## src/rtl/tone_wave_gen.sv

```systemverilog
// Square-wave tone generator feeding a 24-bit stereo codec FIFO.
// A half-period counter drives wave_level; a three-state FSM paces the sample writes.
module tone_wave_gen #(
    parameter logic [23:0] AMPLITUDE = 24'h400000,
    parameter int          CNT_W     = 32
) (
    input  logic             clk,
    input  logic             reset_n,
    input  logic             enable,
    input  logic [CNT_W-1:0] clk_count,
    input  logic             audio_ready,
    output logic             audio_write,
    output logic [23:0]      audio_left,
    output logic [23:0]      audio_right,
    output logic             wave_level
);

    localparam logic [23:0]      NEG_AMPLITUDE = ~AMPLITUDE + 24'd1;
    localparam logic [CNT_W-1:0] CNT_ONE       = {{(CNT_W-1){1'b0}}, 1'b1};

    typedef enum logic [1:0] {
        IDLE,
        WRITE,
        GAP
    } wr_state_t;

    wr_state_t        state;
    logic [CNT_W-1:0] cnt;
    logic [CNT_W-1:0] cnt_ref;
    logic [23:0]      sample;

    // NOTE: every always_comb output gets a default first so no path can leave it unassigned (no latch).
    always_comb begin
        sample = 24'h0;
        if (enable && clk_count != '0)
            sample = wave_level ? AMPLITUDE : NEG_AMPLITUDE;
    end

    // A change of clk_count restarts the half-period without touching the level,
    // so a retune never produces a runt pulse.
    // NOTE: sequential state uses non-blocking assignments so every register sees pre-edge values.
    always_ff @(posedge clk or negedge reset_n) begin
        if (!reset_n) begin
            cnt        <= '0;
            cnt_ref    <= '0;
            wave_level <= 1'b1;
        end else if (clk_count != cnt_ref) begin
            cnt_ref <= clk_count;
            cnt     <= '0;
        end else if (clk_count == '0) begin
            cnt        <= '0;
            wave_level <= 1'b1;
        end else if (cnt == clk_count - CNT_ONE) begin
            cnt        <= '0;
            wave_level <= ~wave_level;
        end else begin
            cnt <= cnt + CNT_ONE;
        end
    end

    // Latching reads the pre-edge wave_level, so a toggle on the same edge lands in the next sample.
    always_ff @(posedge clk or negedge reset_n) begin
        if (!reset_n) begin
            state       <= IDLE;
            audio_write <= 1'b0;
            audio_left  <= 24'h0;
            audio_right <= 24'h0;
        end else begin
            case (state)
                IDLE: begin
                    if (audio_ready) begin
                        audio_left  <= sample;
                        audio_right <= sample;
                        audio_write <= 1'b1;
                        state       <= WRITE;
                    end
                end
                WRITE: begin
                    audio_write <= 1'b0;
                    state       <= GAP;
                end
                GAP: begin
                    audio_write <= 1'b0;
                    state       <= IDLE;
                end
                default: begin
                    audio_write <= 1'b0;
                    state       <= IDLE;
                end
            endcase
        end
    end

endmodule

```

## config.mk

```make
export PLATFORM = sky130hd
export DESIGN_NAME = tone_wave_gen
export DESIGN_NICKNAME = d
export VERILOG_FILES = /design/src/rtl/tone_wave_gen.sv
export SDC_FILE = /design/constraint.sdc
export NUM_CORES = 1
export LEC_CHECK = 0
export ABC_AREA = 0
export BUFFER_PORTS_ARGS = -buffer_cell sky130_fd_sc_hd__buf_2
export CORE_MARGIN = 3
export CORE_UTILIZATION = 56
export DETAILED_ROUTE_END_ITERATION = 8
export PLACE_DENSITY = 0.82
export SYNTH_ARGS = -nofsm -noshare
export SYNTH_HDL_FRONTEND = slang
export SYNTH_SLANG_ARGS = --single-unit
```

## constraint.sdc

```tcl
create_clock -name clk -period 4.2 [get_ports clk]
set_clock_uncertainty 0.2 [all_clocks]
set_input_delay 0.21 -clock clk [delete_from_list [all_inputs] [get_ports clk]]
set_output_delay 0.21 -clock clk [all_outputs]
set_load 0.01 [all_outputs]
```

==> qor.txt, run 1 <==
status = complete, no violations
cell area after synthesis = 0.00484 mm2
first-pass GRT wire length = 19,400 um
largest family of logic cells by synthesized area = simple AND/OR/NAND/NOR gates
detailed placement HPWL = 8500 um
largest net degree at the start of global routing = 37
number of global-route vias before repair = 3,852
DR DRC count = 0
Rows = 33
proportion of layout cells with a drive suffix above 1 = 12.4%
fraction of the mapped netlist area in adder cells = 0.517%
Achievable Freq = 269 MHz
Post-CTS Hold Fix Bufs = 36
initial cell density of the core = 58.3%
Setup Viol. Count Final = 0
crit share post-route = 88.4%
crit start category = input port
ranking of synthesized cells by area = dfrtp_1 35%, xor2_1 12%, buf_4 7.1%, xnor2_1 6.0%, nor3_1 4.8%
Ys Warns = 0
DP Area = 0.00473 mm2
total chip power = 1.50 mW
post-DR wirelength/cell = 17.1 um
mux share of post-synthesis cell area = 0.906%
distinct cell type count of the synthesized netlist = 57
Hold Path Class = reg2reg
worst skew pair latency = 340 ps
Final #Nets = 612
Die Wd = 98.9 um
PD cells = 282 mW/mm2
Synth Area in XOR/XNOR = 17.9%
final slew viol count = 0
Synth top area share = 35.2%
GP Congestion = 0.999
total track usage = 24.8%
total grt overflow = 0
DR vias/cell = 5.76
Post-synth EDFFs = 0
via count = 3,943
simple-gate share of the synthesized area = 26.3%
DIE AREA = 0.00979 mm2
kind of critical path = in2reg
Max rail drop VDD = 0.131 mV
required time of the critical path = 4240 ps
sequential fraction of the synthesis area = 35.7%
Compound-Gate Fraction of Synth Area = 5.17%
Antenna diodes = 0
worst-path fanout max = 33
H-tree depth = 3
clk buf depth = 2
setup TNS = 0 ps
Mean Syn Cell Area = 8.78 um2
Leakage Power = 2.20 nW
post_cts resized = 0
Max Cap Viol = 0
core area = 0.00830 mm2
crit end category = flip-flop
largest area contributor in the synthesized netlist = dfrtp_1
initial DRC count = 284
synthesized instance count = 551
routed wire length = 11,700 um
Worst Path Arrival = 3760 ps
Main synth FF type = dfrtp_1
Worst Max-Slew Pin Slew = 778 ps
TritonCTS clock tree = yes
IO buf count = 41
DR pass1 iterations = 5
Ports = 86
Clock Tree Root = clkbuf_8
min cycle time layout = 3710 ps
Post-synth ARST share = 100%
FF+latch count, synth = 69
total CTS buffers = 9
antenna violations before repair = 0
die extent in y = 98.9 um
Area Growth Syn to Fin = 9.70%
Antenna Nets Post-Route = 0
normalized max-slew margin = 48.2%
Clock transition at path regs = 70 ps
Post-CTS Setup Bufs = 0
CTS sink cnt = 69
Fin. Hold Viols = 0
RSZ-0062 raised after global routing = false
Design Area, Final = 0.00531 mm2
## Yosys cell counts (2+ instances only)
library cell / count
nand2_1: 32
or2_2: 3
clkbuf_1: 57
buf_2: 3
nand2b_1: 8
o31ai_1: 2
nand3b_1: 3
nand3_1: 24
buf_4: 46
and3_1: 9
or3_1: 4
and4b_1: 2
and4_1: 4
inv_1: 6
or4_1: 8
nor3b_1: 4
nor2_1: 22
and2_1: 5
nor4_4: 2
a21oi_1: 7
xor2_1: 66
ha_1: 2
a31oi_1: 2
nor3_1: 46
nand4_1: 10
o211ai_1: 3
nor4bb_1: 2
o21ai_0: 11
dfrtp_1: 68
a21o_1: 2
buf_6: 4
xnor2_1: 33
a311oi_1: 2
nor2b_1: 4
nor4b_1: 2
nor4_1: 22
## state kept, by name (all words and copies together) (netlist names)
signal	cells
state	2
cnt	32
cnt_ref	32
wave_level	1
audio_right	2
## metal layers
layer | routed length, um | track usage, %
met4 | 187 | 6.30
met3 | 831 | 4.10
met2 | 5730 | 41.4
met1 | 4950 | 33.6
met5 | 0 | 0
## layout make-up
cell class,count,area (um2)
fillers,675,2990
multi-input cells,408,2620
flip-flops and latches,69,1730
repair buffers,80,588
clock buffers,13,169
well taps,105,131
clock inverters,3,42.5
inverters,6,22.5
## power by group
part / internal (mW) / switching, mW / total (mW)
clock network: 0.322 / 0.245 / 0.567
registers: 0.687 / 0.0118 / 0.699
logic: 0.0892 / 0.140 / 0.230
## final timing paths
kind	start	to	slack (ps)	depth (start not counted)
worst max-delay path	clk_count[0]	wave_level	490	13
worst min-delay path	state[1]	state[1]	250	1
worst max register to register	cnt[21]	wave_level	1240	8
worst min register to register	state[1]	state[1]	250	1
max in group asynchronous	reset_n	cnt_ref[24]	2560	3
min in group asynchronous	reset_n	cnt[8]	280	2
## stage by stage
| step | hold slack [ps] | utilization [%] | worst slack, ps | instances |
|---|---|---|---|---|
| 3_5_place_dp | 129 | 57.0 | 744 | 632 |
| 3_3_place_gp | 128 | 57.0 | 774 | 632 |
| 2_1_floorplan | -286 | - | 1110 | 594 |
| 5_1_grt | 272 | 63.9 | 243 | 684 |
| 6_report | 247 | 63.9 | 487 | 684 |
| 4_1_cts | 252 | 63.9 | 547 | 684 |
## cells by family (layout without fill, tap and decap cells)
group | Yosys count | count (layout)
DFF | 69 | 69
xor gates and xnor gates | 99 | 99
and+or+nand+nor | 222 | 222
adders and majority gates | 2 | 2
muxes | 3 | 3
other | 1 | 44
AOI/OAI and AO/OA | 38 | 38
buffers and inverters | 117 | 102
## critical path, cell delays in order
cell,delay (ps)
dlygate4sd3_1,550
buf_2,170
inv_1,60
ha_1,230
nor3b_1,380
nand4_1,390
or2_2,400
o31a_1,330
nor2_1,130
o211ai_1,140
nor4_4,220
buf_4,360
a41oi_1,170
## layout by cell type, fill, tap and decap left out, types with 2 or more instances in the layout
| cell | n |
|---|---|
| a21oi_1 | 7 |
| xnor2_1 | 33 |
| nor4_1 | 22 |
| nand3b_1 | 3 |
| o21ai_0 | 11 |
| nand2b_1 | 8 |
| nor3_1 | 46 |
| and3_1 | 9 |
| or2_2 | 3 |
| buf_4 | 3 |
| inv_1 | 6 |
| buf_2 | 41 |
| a21o_1 | 2 |
| clkbuf_8 | 12 |
| or4_1 | 8 |
| nor3b_1 | 4 |
| nor2b_1 | 4 |
| dlygate4sd3_1 | 36 |
| nor4b_1 | 2 |
| nor2_1 | 22 |
| a31oi_1 | 2 |
| nor4bb_1 | 2 |
| nand4_1 | 10 |
| and2_1 | 5 |
| conb_1 | 44 |
| ha_1 | 2 |
| o211ai_1 | 3 |
| and4b_1 | 2 |
| and4_1 | 4 |
| nor4_4 | 2 |
| a311oi_1 | 2 |
| nand2_1 | 32 |
| o31ai_1 | 2 |
| nand3_1 | 24 |
| dfrtp_1 | 68 |
| or3_1 | 4 |
| xor2_1 | 66 |
(Power assumes the default switching activity.)
==> run 2: changes to the inputs <==
Settings changed: CORE_MARGIN 3 to unset, GPL_ROUTABILITY_DRIVEN set to 0.
Clock period 4.2 ns to 4 ns, I/O delays scaled along.
==> run 2 against run 1 <==
  * First-iteration DRC count up 8.1%
  * Non-clock buffer count up 2
  * Combinational power up 5%
  * Routed wire length down 2.3%
  * Setup slack worse by 98 ps
  * Die area down 7.9%
  * Sequential share of layout area down 0.30 points
  * Clock power up 23%
  * Critical endpoint is now cnt[12]
  * Largest power group unchanged
==> qor.txt, run 2 (synthesis results as in run 1) <==
status = complete, no violations
Fin. Hold Viols = 0
Max stage delay on crit path = 560 ps
Die Wd = 94.9 um
Hold Path Class = reg2reg
DP Area = 0.00475 mm2
Final #Nets = 614
Ports = 86
Leakage Power = 2.23 nW
Layout Cells excl Fill = 686
initial cell density of the core = 58.3%
normalized max-slew margin = 43.8%
via count = 3,971
crit start category = input port
CTS sink cnt = 69
first-pass GRT wire length = 18,100 um
crit end category = flip-flop
total track usage = 26.6%
Fillers = 625
crit share post-route = 90.3%
total grt overflow = 0
routed wire length = 11,400 um
detailed placement HPWL = 8140 um
largest registers = cnt: 32 flops, cnt_ref: 32 flops
post-DR wirelength/cell = 16.7 um
Rows = 33
min cycle time layout = 3610 ps
IO buf count = 41
Design Area, Final = 0.00535 mm2
Antenna Nets Post-Route = 0
most frequent cells in the layout = 68 x dfrtp_1, 66 x xor2_1, 46 x nor3_1
worst-path fanout max = 28
DIE AREA = 0.00901 mm2
proportion of layout cells with a drive suffix above 1 = 12.9%
initial DRC count = 307
setup TNS = 0 ps
Achievable Freq = 277 MHz
Worst Path Arrival = 3630 ps
Max rail drop VDD = 0.170 mV
Setup Viol. Count Final = 0
antenna violations before repair = 0
number of global-route vias before repair = 3,788
Core Util, Final = 64.5%
kind of critical path = in2reg
required time of the critical path = 4020 ps
Clock Tree Root = clkbuf_8
DR DRC count = 0
Max Cap Viol = 0
PD cells = 312 mW/mm2
Area Growth Syn to Fin = 10.7%
die extent in y = 94.9 um
total chip power = 1.67 mW
dpl cells = 634
total CTS buffers = 9
Antenna diodes = 0
Fin Hold WS = 254 ps
Clock transition at path regs = 80 ps
final slew viol count = 0
worst skew pair latency = 350 ps
critical-path cell list = dlygate4sd3_1, buf_2, inv_1, ha_1, nor3b_1, nand4_1, nor2_1, nand3_1, nor3b_1, nor2_1, nor4_4, buf_4, nor3_1
TritonCTS clock tree = yes
Worst Max-Slew Pin Slew = 843 ps
slowest CP cell = dlygate4sd3_1
pre-CTS setup slack = 648 ps
largest net degree at the start of global routing = 37
final setup margin = 389 ps
RSZ-0062 raised after global routing = false
H-tree depth = 3
commonest non-fill, non-tap cell in the layout = dfrtp_1
DR pass1 iterations = 5
clk buf depth = 2
DR vias/cell = 5.79
core area = 0.00830 mm2
[run 2: cell count changes in the layout (fill, tap and decap cells not counted)]
cell and delta:
clkinv_4 +2, clkbuf_8 -3, clkbuf_1 -1, bufinv_16 +2, buf_4 +2, inv_6 +1
clkinvlp_4 -1
[run 2: area by class of cell]
cell class,instances,area [um2],share of cell area (%)
tap,105,131,2.45
inverter,6,22.5,0.421
clock inverter,7,121,2.27
clock buffer,9,124,2.31
multi-input combinational,408,2620,49.0
timing repair buffer,82,603,11.3
sequential,69,1730,32.3
[run 2: worst paths after layout]
kind	from	endpoint	slack [ps]	depth (start not counted)
max in group asynchronous	reset_n	cnt_ref[12]	2360	3
min	state[1]	state[1]	250	1
max reg2reg	cnt[21]	cnt[12]	1040	8
min reg2reg	state[1]	state[1]	250	1
max	clk_count[0]	cnt[12]	390	13
min in group asynchronous	reset_n	cnt[9]	290	2
[run 2: power breakdown]
| part | switching (mW) | internal [mW] |
|---|---|---|
| Combinational | 0.147 | 0.0939 |
| Sequential | 0.0126 | 0.721 |
| Clock | 0.277 | 0.417 |
| Total | 0.437 | 1.23 |
[run 2: critical path: cells and delay by family]
kind | cells | cell delay [ps]
AND/OR/NAND/NOR | 8 | 2060
buffers and inverters | 4 | 1150
adder cells (fa/ha/maj) | 1 | 210
[run 2: routing by layer]
layer  global-route usage, %  wire length [um]  up-vias
li1                        -                 -     1839
met1                    33.8              4730     1897
met2                    45.1              5610      206
met3                    4.19               809       29
met4                    10.9               269        0
met5                       0                 0        -
[run 2: repair_timing]
item | 4_1_cts | 5_1_grt
resized for setup | 0 | 0
hold endpoints to repair | 69 | 0
hold buffers | 36 | 0
setup buffers | 0 | 0
